**config.mk**
```make
export PLATFORM = sky130hd
export DESIGN_NAME = dmem_arbiter
export DESIGN_NICKNAME = d
export VERILOG_FILES = /design/src/rtl/dmem_arbiter.sv
export SDC_FILE = /design/constraint.sdc
export NUM_CORES = 1
export LEC_CHECK = 0
export ABC_AREA = 0
export CORE_MARGIN = 5
export CORE_UTILIZATION = 43
export DETAILED_ROUTE_END_ITERATION = 12
export PLACE_DENSITY = 0.85
export SYNTH_ARGS = -nofsm -noshare
export SYNTH_HDL_FRONTEND = slang
export SYNTH_SLANG_ARGS = --single-unit
```
**constraint.sdc**
```tcl
create_clock -name clk -period 3.8 [get_ports clk]
set_input_delay 0.76 -clock clk [delete_from_list [all_inputs] [get_ports clk]]
set_output_delay 0.76 -clock clk [all_outputs]
set_load 0.005 [all_outputs]
```
**src/rtl/dmem_arbiter.sv**
```systemverilog
// Round-robin two-port sequencer in front of the shared data memory; one memory access per grant.
// Latency: request seen in IDLE cycle t, memory strobe in t+1, ack pulse in t+2 (1 access per 3 cycles).
// Backpressure: a requester holds its payload until ack; requests arriving while busy wait and are never dropped.
module dmem_arbiter #(
    parameter int ADDR_W    = 32,
    parameter int DATA_W    = 32,
    parameter int MEM_DEPTH = 1024
) (
    input  logic              clk,
    input  logic              rst_n,
    input  logic              a_req,
    input  logic              a_we,
    input  logic [ADDR_W-1:0] a_addr,
    input  logic [DATA_W-1:0] a_wdata,
    output logic              a_ack,
    output logic [DATA_W-1:0] a_rdata,
    output logic              a_err,
    input  logic              b_req,
    input  logic              b_we,
    input  logic [ADDR_W-1:0] b_addr,
    input  logic [DATA_W-1:0] b_wdata,
    output logic              b_ack,
    output logic [DATA_W-1:0] b_rdata,
    output logic              b_err,
    output logic [ADDR_W-1:0] mem_addr,
    output logic [DATA_W-1:0] mem_wdata,
    output logic              mem_read,
    output logic              mem_write,
    input  logic [DATA_W-1:0] mem_rdata,
    output logic              busy
);

    localparam logic [ADDR_W-1:0] ADDR_LIMIT = ADDR_W'(MEM_DEPTH);

    typedef enum logic [1:0] {
        IDLE   = 2'd0,
        ACCESS = 2'd1,
        DONE   = 2'd2
    } state_t;

    state_t state;
    logic   last_b;
    logic   grant_b;
    logic   we_q;
    logic   err_q;

    logic              pick_b;
    logic              sel_we;
    logic              sel_err;
    logic [ADDR_W-1:0] sel_addr;
    logic [DATA_W-1:0] sel_wdata;
    logic [DATA_W-1:0] rd_val;

    // On a tie the port that did not win last time gets the grant.
    always_comb begin
        pick_b    = 1'b0;
        if (a_req && b_req) begin
            pick_b = !last_b;
        end else begin
            pick_b = b_req;
        end
        sel_we    = pick_b ? b_we    : a_we;
        sel_addr  = pick_b ? b_addr  : a_addr;
        sel_wdata = pick_b ? b_wdata : a_wdata;
        sel_err   = (sel_addr >= ADDR_LIMIT);
        rd_val    = (we_q || err_q) ? '0 : mem_rdata;
    end

    always_ff @(posedge clk or negedge rst_n) begin
        if (!rst_n) begin
            state     <= IDLE;
            last_b    <= 1'b1;
            grant_b   <= 1'b0;
            we_q      <= 1'b0;
            err_q     <= 1'b0;
            a_ack     <= 1'b0;
            a_rdata   <= '0;
            a_err     <= 1'b0;
            b_ack     <= 1'b0;
            b_rdata   <= '0;
            b_err     <= 1'b0;
            mem_addr  <= '0;
            mem_wdata <= '0;
            mem_read  <= 1'b0;
            mem_write <= 1'b0;
            busy      <= 1'b0;
        end else begin
            case (state)
                IDLE: begin
                    if (a_req || b_req) begin
                        grant_b   <= pick_b;
                        last_b    <= pick_b;
                        we_q      <= sel_we;
                        err_q     <= sel_err;
                        mem_addr  <= sel_addr;
                        mem_wdata <= sel_wdata;
                        mem_read  <= !sel_we && !sel_err;
                        mem_write <= sel_we && !sel_err;
                        busy      <= 1'b1;
                        state     <= ACCESS;
                    end
                end
                ACCESS: begin
                    // mem_addr/mem_wdata keep their value so the memory sees no toggling.
                    mem_read  <= 1'b0;
                    mem_write <= 1'b0;
                    if (grant_b) begin
                        b_ack   <= 1'b1;
                        b_err   <= err_q;
                        b_rdata <= rd_val;
                    end else begin
                        a_ack   <= 1'b1;
                        a_err   <= err_q;
                        a_rdata <= rd_val;
                    end
                    state <= DONE;
                end
                DONE: begin
                    a_ack <= 1'b0;
                    a_err <= 1'b0;
                    b_ack <= 1'b0;
                    b_err <= 1'b0;
                    busy  <= 1'b0;
                    state <= IDLE;
                end
                default: begin
                    state <= IDLE;
                end
            endcase
        end
    end

endmodule

```
==> results.md <==
- Fin. max-slew vios: 0
- Critical path capture point type: flop
- Share of cells above drive strength 1: 5.17%
- Diode count: 0
- First-pass GRT wire length: 28,800 um
- Clock transition at path regs: 0.06 ns
- Avg Cell Area, Syn: 10.1 um2
- Reg2Reg Depth: 5
- Largest family of logic cells by synthesized area: simple AND/OR/NAND/NOR gates
- Drt drc: 0
- Resized Gates After CTS: 0
- Synthesized flop and latch total: about 140
- Area share of the largest cell type after synthesis: slightly below 60%
- Die Footprint: between 15,000 and 20,000 um2
- CTS buffer count: 17
- Fin nets: 1,043
- Worst min path class: in -> async
- Power per Cell Area: 629 nW/um2
- Routed vias/inst: between 5 and 6
- Synth warn: 0
- Initial Util: 43.3%
- Worst Max-Slew Pin Slew: 1.05 ns
- Most instantiated cells after synthesis: nand2_1 (171), dfrtp_1 (140), o21ai_0 (106)
- Xor and xnor area share after synthesis: 0%
- Via count: 5,383
- WS Path Type: in -> reg
- Post-synthesis adder-cell area fraction: 0%
- Non-Filler Instances: 1,070
- Most frequent cell after synthesis: nand2_1
- Final Cycle Share: 58.1%
- VDD IR max: 340 uV
- Layout area overhead: 62.2%
- Antenna-violating nets left: 0
- Status: complete, no violations
- I/O pin count: 301
- Synthesized instance count: slightly below 600
- Compound-Gate Fraction of Synth Area: 12.8%
- EDFF count, synth: 0
- Setup bufs post-CTS: 0
- Largest fanout on the critical path: 42
- Overall routing resource usage: 22.7%
- Die Span Y: roughly 130 um
- CP arrival: 2.49 ns
- Cell accounting for the most synthesized area: dfrtp_1
- Ys async rst share: 100%
- Final Hold Viols: 0
- Clock Latency Late Sink: 0.41 ns
- Initial antenna violation count: 0
- CP Launch Type: input pin
- Syn_nets: ~760
- Largest net degree at the start of global routing: between 80 and 90
- Clk root buf: clkbuf_16
- Core region area: 13,700 um2
- Max Root-Sink Buffers: 2
- Wirelength per Cell: 17.4 um
- Slew Limit Headroom: 30.0%
- H-Tree Depth: 4
- Cell Rows: 43
- CTS tree: built
- Worst Skew: 0.00487 ns
- Placer congestion estimate: 0.904
- Post-synthesis sequential area ratio: 59.4%
- P_leak: 4.05 nW
- Total Routed Length: approximately 19,000 um
- TNS Setup: 0 ns
- Ranking of synthesized cells by area: dfrtp_1 (59%), mux2i_1 (11%), nand2_1 (11%)
- Vias in the first global route: 5,429
- Simple-Gate Fraction of Synth Area: 13.1%
- Hold-fix buffers at CTS: 0
- Clk sink count: ~140
- Tmin final: 2.21 ns
- Die X: approximately 130 um
- Max Fclk: 453 MHz
- RSZ-0062 raised after global routing: no
- Netlist cell types: 27
- Global route overflow: 0
- Max-cap viol count: 0
- Drt pass-1 iters: 4
- Mux share of post-synthesis cell area: between 10% and 20%
- Cell Area, Synth: 5940 um2
- Post-DP HPWL: between 10,000 and 15,000 um
- Detailed Route Iter0 Violations: between 300 and 400
- Req. time, crit path: roughly 4 ns
- DP Cell Count: between 1,000 and 1,500
- Ys flop type: dfrtp_1
- Final setup vio count: 0
- IO buf count: 300
## layout make-up
type | instances | area (um2)
fillers | 1046 | 4080
clock buffers | 19 | 443
well taps | 180 | 225
inverters | 5 | 18.8
clock inverters | 13 | 139
repair buffers | 306 | 3070
multi-input cells | 406 | 2210
flip-flops and latches | 141 | 3530
## worst paths after layout
kind,startpoint,end,slack [ns]
worst max register to register,state[1],a_rdata[24],1.73
max in group asynchronous,rst_n,mem_wdata[22],2.66
worst min register to register,mem_addr[22],mem_addr[22],0.48
worst min-delay path,rst_n,mem_addr[15],0.30
worst max-delay path,b_req,mem_wdata[8],1.59
min in group clk,mem_addr[22],mem_addr[22],0.48
## power by group
part	switching (mW)	internal (mW)	total (mW)
sequential	0.270	1.96	2.23
clock	0.634	0.987	1.62
combinational	1.04	1.17	2.22
## sequential cells by signal, summed over array words and instances, names as in the netlist
register,cells
a_err,1
last_b,1
mem_read,1
busy,1
mem_addr,32
a_ack,1
state,2
b_ack,1
mem_wdata,32
mem_write,1
a_rdata,32
b_rdata,32
b_err,1
grant_b,1
we_q,1
err_q,1
## metrics by stage
| step | worst slack [ns] | power, mW | utilization [%] | hold slack [ns] | area (um2) |
|---|---|---|---|---|---|
| floorplan | 2.13 | 3.16 | - | 0.451 | 5940 |
| global placement | 1.22 | 4.42 | 66.0 | 0.460 | 9050 |
| detailed placement | 1.17 | 4.48 | 66.0 | 0.470 | 9050 |
| CTS | 1.60 | 6.13 | 70.2 | 0.308 | 9640 |
| global route | 1.47 | 6.44 | 70.2 | 0.332 | 9640 |
| finish | 1.59 | 6.06 | 70.2 | 0.301 | 9640 |
## routing by layer
layer | part of all wire [%] | track usage, % | vias to the layer above
met3 | 8.7 | 8.07 | 28
li1 | - | - | 2594
met4 | 2.3 | 8.14 | 0
met5 | 0 | 0 | -
met2 | 49 | 38.3 | 229
met1 | 40 | 26.7 | 2532
## cell usage in the layout, fill, tap and decap left out, types with 2 or more instances in the layout
cell	count
clkinvlp_4	2
dfrtp_1	140
inv_6	3
inv_1	3
buf_4	4
nand2_2	2
nand3_1	3
buf_12	2
nand2_1	171
bufinv_16	2
clkbuf_16	17
mux2i_1	65
clkinv_4	2
clkdlybuf4s50_1	299
o21ai_0	106
a32o_1	2
nor4_1	11
inv_2	2
clkinv_2	4
o21ai_1	31
a21oi_1	3
nand4_1	3
## critical path, stage by stage
cell and delay [ns]:
clkdlybuf4s50_1 0.56, a21boi_4 0.21, buf_4 0.57, mux2i_1 0.28, o21ai_1 0.08
## kinds of logic (layout without fill, tap and decap cells)
group	Yosys count	after routing
flip-flops	141	141
buffers and inverters	42	343
AND/OR/NAND/NOR	194	194
AO/OA/AOI/OAI	147	147
multiplexers	65	65
Note: power is estimated with default switching activity, not from simulation.
